--- src/rtl/seq_tally_if.sv ---
// Bundle of the detector-consumer signals between seq_tally and its environment.
// The master side drives ans/clr/hold and observes the tally and display outputs.
interface seq_tally_if;
    logic       ans;
    logic       clr;
    logic       hold;
    logic       hit;
    logic [3:0] bcd_tens;
    logic [3:0] bcd_ones;
    logic       ovf;
    logic [1:0] an;
    logic [6:0] seg;

    modport master (
        output ans, clr, hold,
        input  hit, bcd_tens, bcd_ones, ovf, an, seg
    );

    modport slave (
        input  ans, clr, hold,
        output hit, bcd_tens, bcd_ones, ovf, an, seg
    );
endinterface

--- src/rtl/seq_tally.sv ---
// Rising-edge hit detector and two-digit BCD tally with sticky overflow.
// Define SEQ_TALLY_SEG_EN to add the multiplexed 7-segment display driver.
//
// state   | meaning
// --------+-----------------------------------------------------------
// ST_ARM  | after reset; waits for ans=0 so a level high at release is not counted
// ST_LOW  | ans seen low; the next high sample is a hit
// ST_HIGH | ans high and already counted; waits for ans=0
module seq_tally #(
    parameter int SCAN_DIV = 50000
) (
    input  logic        clk,
    input  logic        rst_n,
    seq_tally_if.slave  bus
);

    localparam logic [1:0] ST_ARM  = 2'd0;
    localparam logic [1:0] ST_LOW  = 2'd1;
    localparam logic [1:0] ST_HIGH = 2'd2;

    if (SCAN_DIV < 2) begin : g_scan_div_chk
        $error("seq_tally: SCAN_DIV must be at least 2");
    end

    logic [1:0] state, state_nxt;
    logic       hit_evt;
    logic       hit_q;
    logic [3:0] tens_q, ones_q;
    logic       ovf_q;

    always_comb begin
        state_nxt = state;
        case (state)
            ST_ARM:  if (!bus.ans) state_nxt = ST_LOW;
            ST_LOW:  if (bus.ans)  state_nxt = ST_HIGH;
            ST_HIGH: if (!bus.ans) state_nxt = ST_LOW;
            default: state_nxt = ST_ARM;
        endcase
    end

    assign hit_evt = (state == ST_LOW) && bus.ans;

    // clr wins over everything, including a simultaneous hit
    always_ff @(posedge clk or negedge rst_n) begin
        if (!rst_n) begin
            state  <= ST_ARM;
            hit_q  <= 1'b0;
            tens_q <= 4'd0;
            ones_q <= 4'd0;
            ovf_q  <= 1'b0;
        end else begin
            state <= state_nxt;
            hit_q <= hit_evt;
            if (bus.clr) begin
                tens_q <= 4'd0;
                ones_q <= 4'd0;
                ovf_q  <= 1'b0;
            end else if (hit_evt && !bus.hold) begin
                if (ones_q != 4'd9) begin
                    ones_q <= ones_q + 4'd1;
                end else begin
                    ones_q <= 4'd0;
                    if (tens_q != 4'd9) begin
                        tens_q <= tens_q + 4'd1;
                    end else begin
                        tens_q <= 4'd0;
                        ovf_q  <= 1'b1;
                    end
                end
            end
        end
    end

    assign bus.hit      = hit_q;
    assign bus.bcd_tens = tens_q;
    assign bus.bcd_ones = ones_q;
    assign bus.ovf      = ovf_q;

`ifdef SEQ_TALLY_SEG_EN
    localparam int CW = (SCAN_DIV > 2) ? $clog2(SCAN_DIV) : 1;

    logic [CW-1:0] scan_cnt;
    logic          sel_tens;

    function automatic logic [6:0] seg7(input logic [3:0] d);
        case (d)
            4'd0:    seg7 = 7'b1000000;
            4'd1:    seg7 = 7'b1111001;
            4'd2:    seg7 = 7'b0100100;
            4'd3:    seg7 = 7'b0110000;
            4'd4:    seg7 = 7'b0011001;
            4'd5:    seg7 = 7'b0010010;
            4'd6:    seg7 = 7'b0000010;
            4'd7:    seg7 = 7'b1111000;
            4'd8:    seg7 = 7'b0000000;
            4'd9:    seg7 = 7'b0010000;
            default: seg7 = 7'b1111111;
        endcase
    endfunction

    always_ff @(posedge clk or negedge rst_n) begin
        if (!rst_n) begin
            scan_cnt <= '0;
            sel_tens <= 1'b0;
        end else if (scan_cnt == CW'(SCAN_DIV - 1)) begin
            scan_cnt <= '0;
            sel_tens <= ~sel_tens;
        end else begin
            scan_cnt <= scan_cnt + 1'b1;
        end
    end

    assign bus.an  = sel_tens ? 2'b01 : 2'b10;
    assign bus.seg = seg7(sel_tens ? tens_q : ones_q);
`else
    assign bus.an  = 2'b11;
    assign bus.seg = 7'b1111111;
`endif

endmodule

--- src/flat_wrapper.sv ---
// flat-port wrapper written by rule: the top's interface ports become plain ports
module seq_tally_flat 
#(
    parameter int SCAN_DIV = 50000
)
  (clk, rst_n, bus_ans, bus_clr, bus_hold, bus_hit, bus_bcd_tens, bus_bcd_ones, bus_ovf, bus_an, bus_seg);
  seq_tally_if bus_i ();
  input  logic clk;
  input  logic rst_n;
  input wire logic [$bits(bus_i.ans)-1:0] bus_ans;
  input wire logic [$bits(bus_i.clr)-1:0] bus_clr;
  input wire logic [$bits(bus_i.hold)-1:0] bus_hold;
  output wire logic [$bits(bus_i.hit)-1:0] bus_hit;
  output wire logic [$bits(bus_i.bcd_tens)-1:0] bus_bcd_tens;
  output wire logic [$bits(bus_i.bcd_ones)-1:0] bus_bcd_ones;
  output wire logic [$bits(bus_i.ovf)-1:0] bus_ovf;
  output wire logic [$bits(bus_i.an)-1:0] bus_an;
  output wire logic [$bits(bus_i.seg)-1:0] bus_seg;
  assign bus_i.ans = bus_ans;
  assign bus_i.clr = bus_clr;
  assign bus_i.hold = bus_hold;
  assign bus_hit = bus_i.hit;
  assign bus_bcd_tens = bus_i.bcd_tens;
  assign bus_bcd_ones = bus_i.bcd_ones;
  assign bus_ovf = bus_i.ovf;
  assign bus_an = bus_i.an;
  assign bus_seg = bus_i.seg;
  seq_tally #(.SCAN_DIV(SCAN_DIV)) u_core (.clk(clk), .rst_n(rst_n), .bus(bus_i));
endmodule
--- config.mk ---
export PLATFORM = sky130hd
export DESIGN_NAME = seq_tally_flat
export DESIGN_NICKNAME = d
export VERILOG_FILES = /design/src/rtl/seq_tally_if.sv /design/src/rtl/seq_tally.sv /design/src/flat_wrapper.sv
export SDC_FILE = /design/constraint.sdc
export NUM_CORES = 1
export LEC_CHECK = 0
export ABC_CLOCK_PERIOD_IN_PS = 1500
export CAP_MARGIN = 20
export CORE_MARGIN = 4
export CORE_UTILIZATION = 39
export CTS_CLUSTER_DIAMETER = 60
export DETAILED_ROUTE_END_ITERATION = 8
export PLACE_DENSITY = 0.73
export SLEW_MARGIN = 15
export SYNTH_ARGS = -nofsm -noshare
export SYNTH_HDL_FRONTEND = slang
export SYNTH_SLANG_ARGS = --single-unit
--- constraint.sdc ---
create_clock -name clk -period 1.5 [get_ports clk]
set_input_delay 0.3 -clock clk [delete_from_list [all_inputs] [get_ports clk]]
set_output_delay 0.3 -clock clk [all_outputs]
set_load 0.05 [all_outputs]
* Yosys cells after proc, flatten, opt, wreduce, memory -nomap -nowiden
Cells that the tools add are included.
Storage, ports and cells: register bits after elaboration 12, latch bits 0, memory bits (writable) 0, ROM bits 0, output and inout bits 19, memories kept 0
Operators by class: add/subtract/negate cells 2, multiply operators 0, div/mod/pow operators 0, magnitude comparators 0, equality and inequality tests 8, shifts and indexed selects 0, mux-type cells 14, bitwise operators 0, reductions and logical operators 9
Operators with widths (number):
- $mux W4 | 7
- $add A4 B1 Y4 const B | 2
- $ne A2 B2 Y1 const B | 4
- $ne A4 B4 Y1 const B | 2
- $mux W1 | 4
- $mux W2 | 2
- $pmux W2 S2 | 1
- $reduce_and A2 Y1 | 2
- $reduce_and A3 Y1 | 1
- $eq A2 B1 Y1 const B | 1
- $eq A2 B2 Y1 const B | 1
- $logic_and A1 B1 Y1 | 2
- $logic_not A2 Y1 | 1
- $reduce_bool A2 Y1 | 1
- $reduce_or A2 Y1 | 1
- $logic_not A1 Y1 | 1

* Logic depth before layout (Yosys ltp)
word-level depth 5, gate-level depth with buffers 5

* Worst setup path after synthesis
Ideal clock, no wire load.
kind reg-to-reg, start point register u_core.tens_q[1], in the netlist u_core.bus.bcd_tens[1], end point register u_core.tens_q[1], in the netlist u_core.bus.bcd_tens[1], library setup time 0.078 ns, arrival time 1.744 ns, slack -0.323 ns, stages on the path, launching flop included 6, cells stage by stage dfrtp_1 -> inv_1 -> ha_1 -> and3b_1 -> or4_1 -> a21oi_1
On the way: word-level cells in the longest chain between the ends 5, elaborated cells on any way between the ends 6, those cells by class add/sub: 1; eq/ne: 1; mux: 4
RTL lines:
- from (decl) | RTL line seq_tally.sv:28 | logic [3:0] tens_q, ones_q;
- from (signal assigned) | RTL line seq_tally.sv:64 | tens_q <= tens_q + 4'd1;
- $add A4 B1 Y4 or $ne A4 B4 Y1 (tied branches) | RTL line seq_tally.sv:64, seq_tally.sv:63
- $mux W4 * | RTL line seq_tally.sv:63 | if (tens_q != 4'd9) begin
- $mux W4 * | RTL line seq_tally.sv:59 | if (ones_q != 4'd9) begin
- $mux W4 * | RTL line seq_tally.sv:58 | end else if (hit_evt && !bus.hold) begin
- $mux W4 * | RTL line seq_tally.sv:54 | if (bus.clr) begin
Mark *: on every way between the ends. The rest lies on a longest branch, timed or not. The select of a mux whose other input is x is not followed. A chain may end at the register's enable or synchronous reset.

* Worst setup path in the final report
start point register u_core.tens_q[0], in the netlist u_core.bus.bcd_tens[0], end point register u_core.tens_q[1], in the netlist u_core.bus.bcd_tens[1]
The elaborated chain is that of the path after synthesis.

==> summary by stage <==
Final layout
The post-route netlist has 41.90% of its cells at a drive strength greater than 1. Measured on the finished design, the core utilization comes to 66.45%. From synthesis to final layout, the design area changed by 60.94%.

After filler insertion, the fill cell instance count of the layout stands at 147. 0 antenna diodes ended up in the layout. The combined flip-flop and latch cell area is 305.3 µm². The number of nets in the layout is 115.

The multi-input combinational cell area is 404.1 µm².

Detailed routing
The wire length reported by the detailed router is 1790 µm. The total met3 wirelength after detailed routing is 139 µm. Using the TritonRoute via totals, the vias-per-cell ratio works out to 5.046. The first routing iteration left 16 violations. Across all layers, the routed design uses 656 vias. The total met2 wirelength after detailed routing is about 910 µm.

The count of antenna-violating nets left after detailed routing is 0. In the final routed layout, each cell accounts on average for around 14 µm. After detailed routing, the number of remaining DRC violations is 0. The met1 wire length is about 700 µm. The highest metal layer with signal wires is met4. The detailed-routing iteration count for the pre-antenna-repair pass is 4.

Synth
The gate count after technology mapping is 73. The synthesized area per cell is 9.872 µm². The cell area after synthesis is 720.7 µm². The number of storage elements in the synthesis netlist is 12. The number of enable-type register cells in the synthesized netlist is 0.

The count of cell types in the netlist is 30. The count of yosys warnings during synthesis is 0. After synthesis, the share of flip-flops with an asynchronous set or reset is 100.0%. The most used flip-flop cell after synthesis is sky130_fd_sc_hd__dfrtp_1. The sequential fraction of the synthesis area is 41.67%.

Power
The part of the power in registers is a little under half. The areal power density over the cells is 625.6 nW/µm². The completed layout was analyzed and its total power is 0.0007256 W.

VDD sags by at most about 0.00057 V. The net switching share of the total power is 31.69%. In this run, the clock network consumes between 30 and 40% of the power. The internal portion of the total power is 0.0004957 W. The net switching power is 0.0002300 W. The portion of total power attributed to combinational logic is 21.8%.

The total leakage power is about 0.56 nW.

Global routing
The remaining global-route overflow is 0. Entering global routing, the biggest net connects 13 pins. The initial antenna violation count is 0. In the global route stage, overall resource usage came out at 14.02%. The number of global-route vias before repair is 590. The wire length of the first global-routing pass is 2615 µm.

Timing
The final setup violation count is 1. The setup clock skew after layout is about 0.017 ns. Setup repair after global routing could not meet its margin everywhere. Setup slack on the critical path of the routed design comes to -0.05473 ns. The shortest clock period the worst path allows after layout is 1.555 ns.

The highest attainable clock frequency is 643.2 MHz. In the finished design, the share of the clock period the worst path needs comes to 103.6%. Adding up every negative setup slack in the final design gives -0.05473 ns. The count of endpoints failing hold in the final timing report came to 0.

The max-slew violation count came to 0.

Worst setup path
The sort of element at the start of the critical path is a register. The worst endpoint required time is between 1.5 and 2 ns. The largest fanout of any net on the critical path is 3. The worst endpoint data arrival time is 1.76 ns. STA classifies the critical path endpoint as a register.

The path depth of the worst reg2reg path is 4. The critical setup path kind is reg -> reg.

Die
The initial cell density of the core is about two fifths. The number of placement rows is 15. In this run the standard cell core region covers 1745 µm².

The die extent in y is 50.99 µm. The floorplan die area is between 2000 and 3000 µm². The die boundary width is 50.99 µm. Pin placement for this block handled 24 I/O pins.

Clock network
CTS built an H-tree with a depth of 1. The TritonCTS clock tree is done. The number of sinks handled by clock tree synthesis is 12. The number of buffers created by CTS is 3.

For the worst-skew pair, the clock arrives at the later sink with an insertion delay of 0.29 ns. The root buffer cell is sky130_fd_sc_hd__clkbuf_4. The clock-pin slew reported for the worst setup and hold paths after clock tree synthesis is about 0.090 ns. After clock tree synthesis, the flow added hold-fix buffers numbering 0. Counting along the longest clock path gives a buffer depth of 2.

Placed design
The post-detailed-placement half-perimeter wirelength is 1338 µm. The pre-CTS setup slack is -0.2803 ns. During placement, the flow inserted port buffers numbering 14. The weighted congestion reported at the end of routability-driven placement is 0.9187.

Outcome
The final reports fail on negative setup slack. The flow ran to the end, but the final reports show violations.

Run
The count of max-cap constraint violations is 0.

Worst hold path
The worst min-delay path class is in -> async.
-- routing by layer --
layer,vias to the layer above,track usage (%)
met4,0,10.31
met2,30,22.96
met5,-,0
met3,6,4.665
li1,311,-
met1,309,14.86
-- cells in the mapped netlist, types with 2 or more instances --
cell,instances,area share (%)
sky130_fd_sc_hd__ha_1,4,6.9
sky130_fd_sc_hd__nand3_1,2,1.4
sky130_fd_sc_hd__o21ai_1,3,2.1
sky130_fd_sc_hd__dfrtp_1,12,42
sky130_fd_sc_hd__nand2_1,2,1.0
sky130_fd_sc_hd__inv_1,4,2.1
sky130_fd_sc_hd__and3b_1,3,3.6
sky130_fd_sc_hd__or4_1,2,2.1
sky130_fd_sc_hd__buf_4,9,9.4
sky130_fd_sc_hd__buf_2,2,1.4
sky130_fd_sc_hd__nor2_1,4,2.1
sky130_fd_sc_hd__a21oi_1,8,5.6
-- power groups by stage --
stage | logic (W) | clock network (W) | registers, W
after detailed placement | 0.000153 | 0 | 0.000351
after CTS | 0.000153 | 0.000226 | 0.000345
after global routing | 0.000167 | 0.000241 | 0.000347
after floorplan | 0.0000979 | 0 | 0.000364
after global placement | 0.000150 | 0 | 0.000350
final | 0.000158 | 0.000221 | 0.000346
-- logic make-up (layout without fill, tap and decap cells) --
logic type | Yosys count | count (layout) | synth area share, %
compound gates | 17 | 17 | 14.41
xor+xnor | 2 | 2 | 2.431
fa+ha+maj | 4 | 4 | 6.945
buf+inv | 16 | 40 | 13.37
flops | 12 | 12 | 41.67
other cells | 1 | 9 | 0.5203
simple gates | 21 | 21 | 20.66
-- worst max-delay path, cell delays in order, from the launching register on --
cell and delay, ns:
sky130_fd_sc_hd__dfrtp_2 0.43, sky130_fd_sc_hd__ha_4 0.17, sky130_fd_sc_hd__and3b_2 0.21, sky130_fd_sc_hd__or4_4 0.52, sky130_fd_sc_hd__a21oi_2 0.14
-- metrics by stage --
stage / hold WS (ns) / area (µm²) / instances
after floorplan: 0.004409 / 770.7 / 81
after global placement: 0.5030 / 1081 / 124
after detailed placement: 0.5275 / 1081 / 124
after CTS: 0.3066 / 1107 / 128
after global routing: 0.3101 / 1160 / 130
final: 0.2934 / 1160 / 130
-- final cells by class --
type	instances	area share [%]
tap	25	2.697
inverter	4	1.295
sequential	12	26.32
multi-input combinational	53	34.84
clock buffer	4	2.265
timing repair buffer	32	32.58
-- final timing paths --
path,start,endpoint,slack [ns]
worst max-delay path,u_core.bus.bcd_tens[0],u_core.bus.bcd_tens[1],-0.05
worst min-delay path,rst_n,u_core.bus.ovf,0.29
worst max register to register,u_core.bus.bcd_tens[0],u_core.bus.bcd_tens[1],-0.05
worst min register to register,u_core.state[1],u_core.state[0],0.54
max in group asynchronous,rst_n,u_core.bus.bcd_tens[1],1.01
min in group clk,bus_ans,u_core.state[0],0.40
-- registers in the layout, summed over array words and instances, names as in the netlist --
name / count
u_core.bus.bcd_ones: 4
u_core.bus.bcd_tens: 4
u_core.state: 2
u_core.bus.hit: 1
u_core.bus.ovf: 1
-- cells in the final DEF (no fill, tap or decap), types with 2 or more instances in the layout --
cell / instances
sky130_fd_sc_hd__inv_1: 2
sky130_fd_sc_hd__ha_1: 2
sky130_fd_sc_hd__a21oi_1: 7
sky130_fd_sc_hd__ha_4: 2
sky130_fd_sc_hd__buf_12: 10
sky130_fd_sc_hd__and3b_1: 2
sky130_fd_sc_hd__inv_2: 2
sky130_fd_sc_hd__clkbuf_4: 3
sky130_fd_sc_hd__nand3_1: 2
sky130_fd_sc_hd__clkdlybuf4s50_1: 3
sky130_fd_sc_hd__conb_1: 9
sky130_fd_sc_hd__o21ai_1: 3
sky130_fd_sc_hd__buf_4: 18
sky130_fd_sc_hd__nor2_1: 4
sky130_fd_sc_hd__nand2_1: 2
sky130_fd_sc_hd__dfrtp_1: 8
sky130_fd_sc_hd__dfrtp_2: 4
-- repair_timing --
action                                  in CTS  in global routing
hold endpoints to repair                     0                  0
resized for setup                            0                  7
buffers inserted                             0                  2
pin swaps                                    0                  3
endpoints found under the setup margin       1                  2
(Power assumes the default switching activity.)
